### src/rtl/pe_mac_bank.sv
// pe_mac_bank: signed fixed-point multiply-accumulate processing element.
// Products are accumulated into one of NUM_ACC guarded accumulator banks.
// Flushed banks are rounded, saturated and presented on a valid/ready output.
// Backpressure stalls the whole three-stage pipe as one unit.
module pe_mac_bank #(
    parameter int INT_BITS   = 7,
    parameter int FRAC_BITS  = 9,
    parameter int NUM_ACC    = 8,
    parameter int GUARD_BITS = 4,
    localparam int W  = INT_BITS + FRAC_BITS,
    localparam int AW = 2 * W + GUARD_BITS,
    localparam int SW = (NUM_ACC > 1) ? $clog2(NUM_ACC) : 1
) (
    input  logic                clk,
    input  logic                rst_n,
    input  logic                in_valid_i,
    output logic                in_ready_o,
    input  logic signed [W-1:0] a_i,
    input  logic signed [W-1:0] b_i,
    input  logic [SW-1:0]       acc_sel_i,
    input  logic                clear_i,
    input  logic                flush_i,
    input  logic                round_mode_i,
    output logic                out_valid_o,
    input  logic                out_ready_i,
    output logic [W-1:0]        out_data_o,
    output logic [SW-1:0]       out_sel_o,
    output logic                out_sat_o
);

    localparam int PW = 2 * W;
    localparam int RW = AW - FRAC_BITS + 1;
    localparam logic [AW-1:0] ACC_MAX = {1'b0, {(AW-1){1'b1}}};
    localparam logic [AW-1:0] ACC_MIN = {1'b1, {(AW-1){1'b0}}};
    localparam logic [W-1:0]  OUT_MAX = {1'b0, {(W-1){1'b1}}};
    localparam logic [W-1:0]  OUT_MIN = {1'b1, {(W-1){1'b0}}};

    logic                en;
    logic signed [PW-1:0] prodFull;

    logic                s1Valid_q;
    logic [PW-1:0]       s1Prod_q;
    logic [SW-1:0]       s1Sel_q;
    logic                s1Clear_q;
    logic                s1Flush_q;
    logic                s1Round_q;

    logic [AW-1:0]       bank_q [NUM_ACC];
    logic                sticky_q [NUM_ACC];

    logic [AW-1:0]       bankRd;
    logic                stickyRd;
    logic                selHit;
    logic [AW-1:0]       prodExt;
    logic [AW-1:0]       accBase;
    logic [AW:0]         sumWide;
    logic                sumOvf;
    logic [AW-1:0]       bank_d;
    logic                sticky_d;
    logic                s2Fire;

    logic                s2Valid_q;
    logic [AW-1:0]       s2Sum_q;
    logic                s2Sticky_q;
    logic [SW-1:0]       s2Sel_q;
    logic                s2Round_q;

    logic [RW-1:0]       shifted;
    logic [FRAC_BITS-1:0] remBits;
    logic [FRAC_BITS-1:0] remLow;
    logic                roundInc;
    logic [RW-1:0]       rounded;
    logic                satHi;
    logic                satLo;
    logic [W-1:0]        fmtData_d;
    logic                fmtSat_d;

    logic                outValid_q;
    logic [W-1:0]        outData_q;
    logic [SW-1:0]       outSel_q;
    logic                outSat_q;

    assign en         = !outValid_q || out_ready_i;
    assign in_ready_o = en;
    assign prodFull   = PW'(a_i) * PW'(b_i);

    assign out_valid_o = outValid_q;
    assign out_data_o  = outData_q;
    assign out_sel_o   = outSel_q;
    assign out_sat_o   = outSat_q;

    // Stage 1: capture the full-precision product and the beat's control fields.
    always_ff @(posedge clk) begin
        if (!rst_n) begin
            s1Valid_q <= 1'b0;
            s1Prod_q  <= '0;
            s1Sel_q   <= '0;
            s1Clear_q <= 1'b0;
            s1Flush_q <= 1'b0;
            s1Round_q <= 1'b0;
        end else if (en) begin
            s1Valid_q <= in_valid_i;
            s1Prod_q  <= prodFull;
            s1Sel_q   <= acc_sel_i;
            s1Clear_q <= clear_i;
            s1Flush_q <= flush_i;
            s1Round_q <= round_mode_i;
        end
    end

    // Stage 2 read-modify-write: select the bank, add the product, saturate on overflow.
    always_comb begin
        bankRd   = '0;
        stickyRd = 1'b0;
        selHit   = 1'b0;
        for (int i = 0; i < NUM_ACC; i++) begin
            if (s1Sel_q == SW'(i)) begin
                bankRd   = bank_q[i];
                stickyRd = sticky_q[i];
                selHit   = 1'b1;
            end
        end
        prodExt  = {{GUARD_BITS{s1Prod_q[PW-1]}}, s1Prod_q};
        accBase  = s1Clear_q ? '0 : bankRd;
        sumWide  = {accBase[AW-1], accBase} + {prodExt[AW-1], prodExt};
        sumOvf   = sumWide[AW] ^ sumWide[AW-1];
        bank_d   = sumOvf ? (sumWide[AW] ? ACC_MIN : ACC_MAX) : sumWide[AW-1:0];
        sticky_d = (s1Clear_q ? 1'b0 : stickyRd) | sumOvf;
        s2Fire   = s1Valid_q && selHit;
    end

    // Bank storage: write the new sum, or zero the bank once it has been flushed.
    always_ff @(posedge clk) begin
        if (!rst_n) begin
            for (int i = 0; i < NUM_ACC; i++) begin
                bank_q[i]   <= '0;
                sticky_q[i] <= 1'b0;
            end
        end else if (en && s2Fire) begin
            for (int i = 0; i < NUM_ACC; i++) begin
                if (s1Sel_q == SW'(i)) begin
                    if (s1Flush_q) begin
                        bank_q[i]   <= '0;
                        sticky_q[i] <= 1'b0;
                    end else begin
                        bank_q[i]   <= bank_d;
                        sticky_q[i] <= sticky_d;
                    end
                end
            end
        end
    end

    // Stage 2 register: hand flushed sums and their sticky flag to the formatter.
    always_ff @(posedge clk) begin
        if (!rst_n) begin
            s2Valid_q  <= 1'b0;
            s2Sum_q    <= '0;
            s2Sticky_q <= 1'b0;
            s2Sel_q    <= '0;
            s2Round_q  <= 1'b0;
        end else if (en) begin
            s2Valid_q  <= s2Fire && s1Flush_q;
            s2Sum_q    <= bank_d;
            s2Sticky_q <= sticky_d;
            s2Sel_q    <= s1Sel_q;
            s2Round_q  <= s1Round_q;
        end
    end

    // Formatter: drop FRAC_BITS, optionally round half to even, clamp to W bits.
    always_comb begin
        shifted   = {s2Sum_q[AW-1], s2Sum_q[AW-1:FRAC_BITS]};
        remBits   = s2Sum_q[FRAC_BITS-1:0];
        remLow    = remBits << 1;
        roundInc  = s2Round_q && remBits[FRAC_BITS-1] && ((|remLow) || shifted[0]);
        rounded   = shifted + RW'(roundInc);
        satHi     = !rounded[RW-1] && (|rounded[RW-2:W-1]);
        satLo     = rounded[RW-1] && !(&rounded[RW-2:W-1]);
        fmtData_d = satHi ? OUT_MAX : (satLo ? OUT_MIN : rounded[W-1:0]);
        fmtSat_d  = satHi || satLo;
    end

    // Stage 3 output register: load a new result or retire the one just consumed.
    always_ff @(posedge clk) begin
        if (!rst_n) begin
            outValid_q <= 1'b0;
            outData_q  <= '0;
            outSel_q   <= '0;
            outSat_q   <= 1'b0;
        end else if (en) begin
            if (s2Valid_q) begin
                outValid_q <= 1'b1;
                outData_q  <= fmtData_d;
                outSel_q   <= s2Sel_q;
                outSat_q   <= fmtSat_d || s2Sticky_q;
            end else begin
                outValid_q <= 1'b0;
            end
        end
    end

endmodule
### config.mk
export PLATFORM = sky130hd
export DESIGN_NAME = pe_mac_bank
export DESIGN_NICKNAME = d
export VERILOG_FILES = /design/src/rtl/pe_mac_bank.sv
export SDC_FILE = /design/constraint.sdc
export NUM_CORES = 1
export LEC_CHECK = 0
export CAP_MARGIN = 10
export CORE_ASPECT_RATIO = 1.2
export CORE_MARGIN = 2
export CORE_UTILIZATION = 45
export DETAILED_ROUTE_END_ITERATION = 8
export PLACE_DENSITY = 0.66
export SYNTH_ARGS = -nofsm -noshare
export SYNTH_HDL_FRONTEND = slang
export SYNTH_SLANG_ARGS = --single-unit
### constraint.sdc
create_clock -name clk -period 9.2 [get_ports clk]
set_input_delay 1.84 -clock clk [delete_from_list [all_inputs] [get_ports clk]]
set_output_delay 1.84 -clock clk [all_outputs]
set_load 0.02 [all_outputs]
# Yosys cells after proc, flatten, opt, wreduce, memory -nomap -nowiden
# Memories as Yosys holds them, arrays and structs flattened.
# Cells that the tools add are included.
word_totals:
  memories: 2
  out_inout_bits: 22
  ramBits: 296
  regBits: 102
op_classes:
  reduce_logical: 19
  add_sub_neg: 2
  multipliers: 1
  muxes: 130
  n_eq_ne: 7
  bitwise: 34
mem_list:
  columns: ["memory", "words", "width", "rd", "rd_clocked_by_memory_dff", "write_ports", "line", "text"]
  rows:
  - ["bank_q", 8, 36, 8, 0, 8, "48", "logic [AW-1:0] bank_q [NUM_ACC];"]
  - ["sticky_q", 8, 1, 8, 0, 8, "49", "logic sticky_q [NUM_ACC];"]
op_table:
  columns: ["operator", "count"]
  rows:
  - ["36-bit two-way mux", 27]
  - ["1-bit two-way mux", 101]
  - ["36-bit by 32-bit adder with 37-bit output", 1]
  - ["1-bit OR", 33]
  - ["16-bit by 16-bit multiplier with 32-bit output", 1]
  - ["16-bit two-way mux", 2]
  - ["27-bit by 2-bit adder with 28-bit output", 1]
  - ["3-bit == test (second input constant)", 4]
  - ["12-bit AND reduction", 1]
  - ["12-bit OR reduction", 1]
  - ["8-bit OR reduction", 1]
  - ["1-bit logical AND", 7]
  - ["3-bit by 2-bit == test with 1-bit output (second input constant)", 2]
  - ["1-bit logical OR", 4]
  - ["3-bit by 1-bit == test with 1-bit output (second input constant)", 1]
  - ["1-bit zero test", 3]
  - ["3-bit zero test", 1]
  - ["2-bit AND reduction", 1]
  - ["1-bit XOR", 1]

# Logic depth before layout (Yosys ltp)
depth:
  ltp_word: 16
  depth_mapped: 24

# Worst setup path before layout
# Ideal clock, no wire load.
synth_timing:
  path_type: "input port to flip-flop"
  start: "input a_i[11]"
  end: "register s1Prod_q[31]"
  required_time_ns: 9.094
  path_slack_ns: 1.881
  path_buffers: 1
  setup_time_ns: 0.106
  arrival_ns: 7.213
  path_stages: 20
  path_cell_list: "clkbuf_1 nand2_1 fa_1 fa_1 inv_1 fa_1 fa_1 fa_1 inv_1 fa_1 inv_1 ha_1 nand2_1 o31a_1 o21ai_0 a21oi_1 o21ai_0 nor3b_1 nor2_1 o311ai_0"
synth_via:
  elab_chain_cells: 1
synth_lines:
  columns: ["item", "line", "text"]
  rows:
  - ["from (decl)", "18", "input logic signed [W-1:0] a_i,"]
  - ["16-bit by 16-bit multiplier with 32-bit output", "85", "assign prodFull = PW'(a_i) * PW'(b_i);"]
  - ["to (signal assigned)", "103", "s1Prod_q <= prodFull;"]
  - ["to (decl)", "42", "logic [PW-1:0] s1Prod_q;"]
# Every way passes these cells.
# A chain may end at the register's enable or synchronous reset.

# Final worst setup path
layout_timing:
  start: "input b_i[1]"
  end: "register s1Prod_q[31]"
layout_via:
  elab_chain_cells: 1
layout_lines:
  columns: ["item", "line", "text"]
  rows:
  - ["from (decl)", "19", "input logic signed [W-1:0] b_i,"]
  - ["16-bit by 16-bit multiplier with 32-bit output", "85", null]
# Every way passes these cells.

==> reports/results.txt <==
Number of remaining DRC errors -> 0
Final worst-path cycle share -> 0.905
Post-synthesis instance total -> 3039
Power Density -> 394 nW/um^2
Slew @ Worst Pin -> 1.30 ns
Pleak -> 13.7 nW
Outcome -> complete, no violations
Crit path time final -> 8.33 ns
CORE AREA -> 65700 um^2
Number of flops mapped to enable cells by yosys -> 295
Synth Area in Adders -> 0.226
Clock Path Buffers -> 3
RSZ-0062 raised after global routing -> false
Maxcap violations -> 0
Post-route cell area -> 33000 um^2
Die H -> 286 um
Most frequent CP cell -> fa_1
Fraction of layout cells with a size suffix above 1 -> 0.0748
Most common cell after layout, fill and taps aside -> nor2_1
Detailed placement HPWL -> 62600 um
Post-Synth Simple-Gate Area -> 0.145
H-Tree Depth -> 2
Die W -> 239 um
Via/cell ratio -> 5.96
Fmax achieved -> 0.120 GHz
Cell Area, Placed -> 31400 um^2
Worst path slowest cell -> clkdlybuf4s50_1
Mapped Nets -> 3463
Dominant synthesized flop cell -> edfxtp_1
Buffers on Ports -> 63
Critical Path AT -> 8.79 ns
Critical Path Start Type -> input pin
Most frequent cells in the layout -> 383 x nor2_1, 347 x inv_1, 295 x edfxtp_1, 267 x nand2_1, 263 x fa_1
Number of global-route vias before repair -> 24100
P&R area growth vs syn -> 10.5%
CP required -> 9.66 ns
Final Hold Fails -> 0
Starting density of the core -> 0.454
Register bit total from synthesis -> 398
CTS tree -> yes
Sequential area share after synthesis -> 0.366
# fillers -> 5866
GP Congestion -> 0.974
Hold Crit Class -> reg -> reg
Sink Count -> 398
Worst-path fanout max -> 16
Xor and xnor area share after synthesis -> 0.0241
Initial antenna violation count -> 3
Placed insts -> 3818
Area of the die -> 68400 um^2
Final setup fails -> 0
Skew-Pair Late Insertion Delay -> 0.59 ns
Row count -> 103
GRT Resource Usage Total -> 0.260
Final nets -> 3452
Proportion of synthesized area in mux cells -> 0.0307
Clk pin slew, worst setup/hold paths -> 0.06 ns
Max IR drop VDD -> 0.367 mV
Mean cell area of the mapped netlist -> 9.82 um^2
Vias -> 23300
Largest net degree at the start of global routing -> 78
Largest family of logic cells by synthesized area -> adder cells
# IOs -> 64
Yosys warns -> 0
Critical Path, Cell by Cell -> clkdlybuf4s50_1 -> nand2_1 -> inv_1 -> fa_1 -> inv_1 -> fa_1 -> fa_1 -> fa_1 -> inv_1 -> fa_1 -> inv_1 -> fa_1 -> inv_1 -> ha_1 -> nand4_1 -> nor2_1 -> a21oi_1 -> o21ai_0 -> nor3b_1 -> nor2_1 -> o311ai_0
Fraction of registers with async set/reset -> 0
Clock root cell -> clkbuf_16
Setup_tns -> 0 ns
Slew Limit Fails -> 0
Routed wire length -> 87400 um
DRT iter0 DRCs -> 2049
Post-Route Skew -> 0.0264 ns
Crit path largest cell delay -> 0.77 ns
Multi-input logic area -> 17100 um^2
CP endpoint kind -> flop
Post-synthesis compound-gate area fraction -> 0.138
Critical path's top delay family -> adder cells
Num CTS Buffers -> 45
Synth unique cells -> 79
Post-CTS Setup Bufs -> 0
FF+latch area -> 10900 um^2
Critical path buffers and inverters -> 6
Remaining global-route overflow -> 0
Final Instance Count excl. Fillers -> 3906
Max-slew headroom -> 0.108
DRT Pass-1 Iters -> 6
First-pass GRT wire length -> 139000 um
Area of the mapped netlist -> 29800 um^2
Post-CTS Hold Fix Bufs -> 0
Detail Route Antenna Nets -> 0
Design Power -> 13.0 mW
Average routed wire per standard cell -> 22.4 um
WHS -> 0.454 ns
WS Path Type -> in -> reg
# resized after CTS -> 0
==> worst min-delay path, delay by kind of cell (launching register included) <==
kind | cells | cell delay, ns
AOI/OAI and AO/OA | 1 | 0.05
DFF | 1 | 0.30
and+or+nand+nor | 1 | 0.05
==> area by class of cell <==
cell class | count | share of cell area
diodes | 3 | 0.000228
clock buffers | 60 | 0.0368
clock inverters | 22 | 0.00907
inverters | 351 | 0.0399
multi-input cells | 2107 | 0.518
flip-flops and latches | 398 | 0.331
well taps | 840 | 0.0319
repair buffers | 125 | 0.0328
==> final timing paths <==
| kind | cells past startpoint | startpoint | to | slack, ns |
|---|---|---|---|---|
| worst min-delay path | 2 | out_sel_o[0]$_SDFFE_PN0P_ | out_sel_o[0]$_SDFFE_PN0P_ | 0.45 |
| worst max register to register | 18 | s1Sel_q[1]$_SDFFE_PN0N_ | bank_q[0][58]$_SDFFCE_PN0P_ | 2.14 |
| worst min register to register | 2 | out_sel_o[0]$_SDFFE_PN0P_ | out_sel_o[0]$_SDFFE_PN0P_ | 0.45 |
| worst max-delay path | 21 | b_i[1] | s1Prod_q[31]$_SDFFE_PN0N_ | 0.87 |
==> cells in the mapped netlist, types with 25 or more instances <==
cell type	count	share of area
inv_1	349	0.044
nor2_1	383	0.048
and2_1	134	0.028
nand2_1	267	0.034
a21oi_1	212	0.036
a2111oi_0	33	0.0097
nor3_1	41	0.0069
fa_1	263	0.18
o21ai_0	84	0.014
nand3_1	42	0.0070
clkbuf_1	138	0.017
a31oi_1	54	0.011
a21o_1	25	0.0063
o22ai_1	60	0.013
dfxtp_1	103	0.069
ha_1	119	0.050
edfxtp_1	295	0.30
a22oi_1	35	0.0088
mux4_2	36	0.027
xnor2_1	58	0.017
==> through the flow <==
stage,utilization,setup WS [ns]
floorplan,-,1.88
global placement,0.478,0.708
detailed placement,0.478,0.382
CTS,0.501,0.946
global route,0.502,0.620
finish,0.502,0.871
==> cells by family (layout without fill, tap and decap cells) <==
family / count (synthesis) / in the layout
AOI/OAI and AO/OA: 636 / 636
xor gates and xnor gates: 82 / 82
adders and majority gates: 382 / 382
buffers and inverters: 534 / 558
DFF: 398 / 398
muxes: 46 / 46
other: 0 / 3
and+or+nand+nor: 961 / 961
==> state kept, by name, summed over array words and instances, names as in the netlist, 3 cells and up <==
signal	flops
bank_q	288
s2Sum_q	36
s1Prod_q	32
out_data_o	16
sticky_q	8
out_sel_o	3
s1Sel_q	3
s2Sel_q	3
==> metal layers <==
layer,global-route usage,vias up,share of wire
met1,0.338,11700,0.40
met3,0.0466,199,0.078
li1,-,10400,-
met2,0.430,957,0.48
met5,0,-,0
met4,0.109,0,0.042
==> power by group <==
group	internal [mW]	total, mW	switching [mW]
Clock	1.10	1.87	0.761
Combinational	3.44	8.78	5.33
Sequential	2.17	2.37	0.194
Total	6.72	13.0	6.29
(Power assumes the default switching activity.)
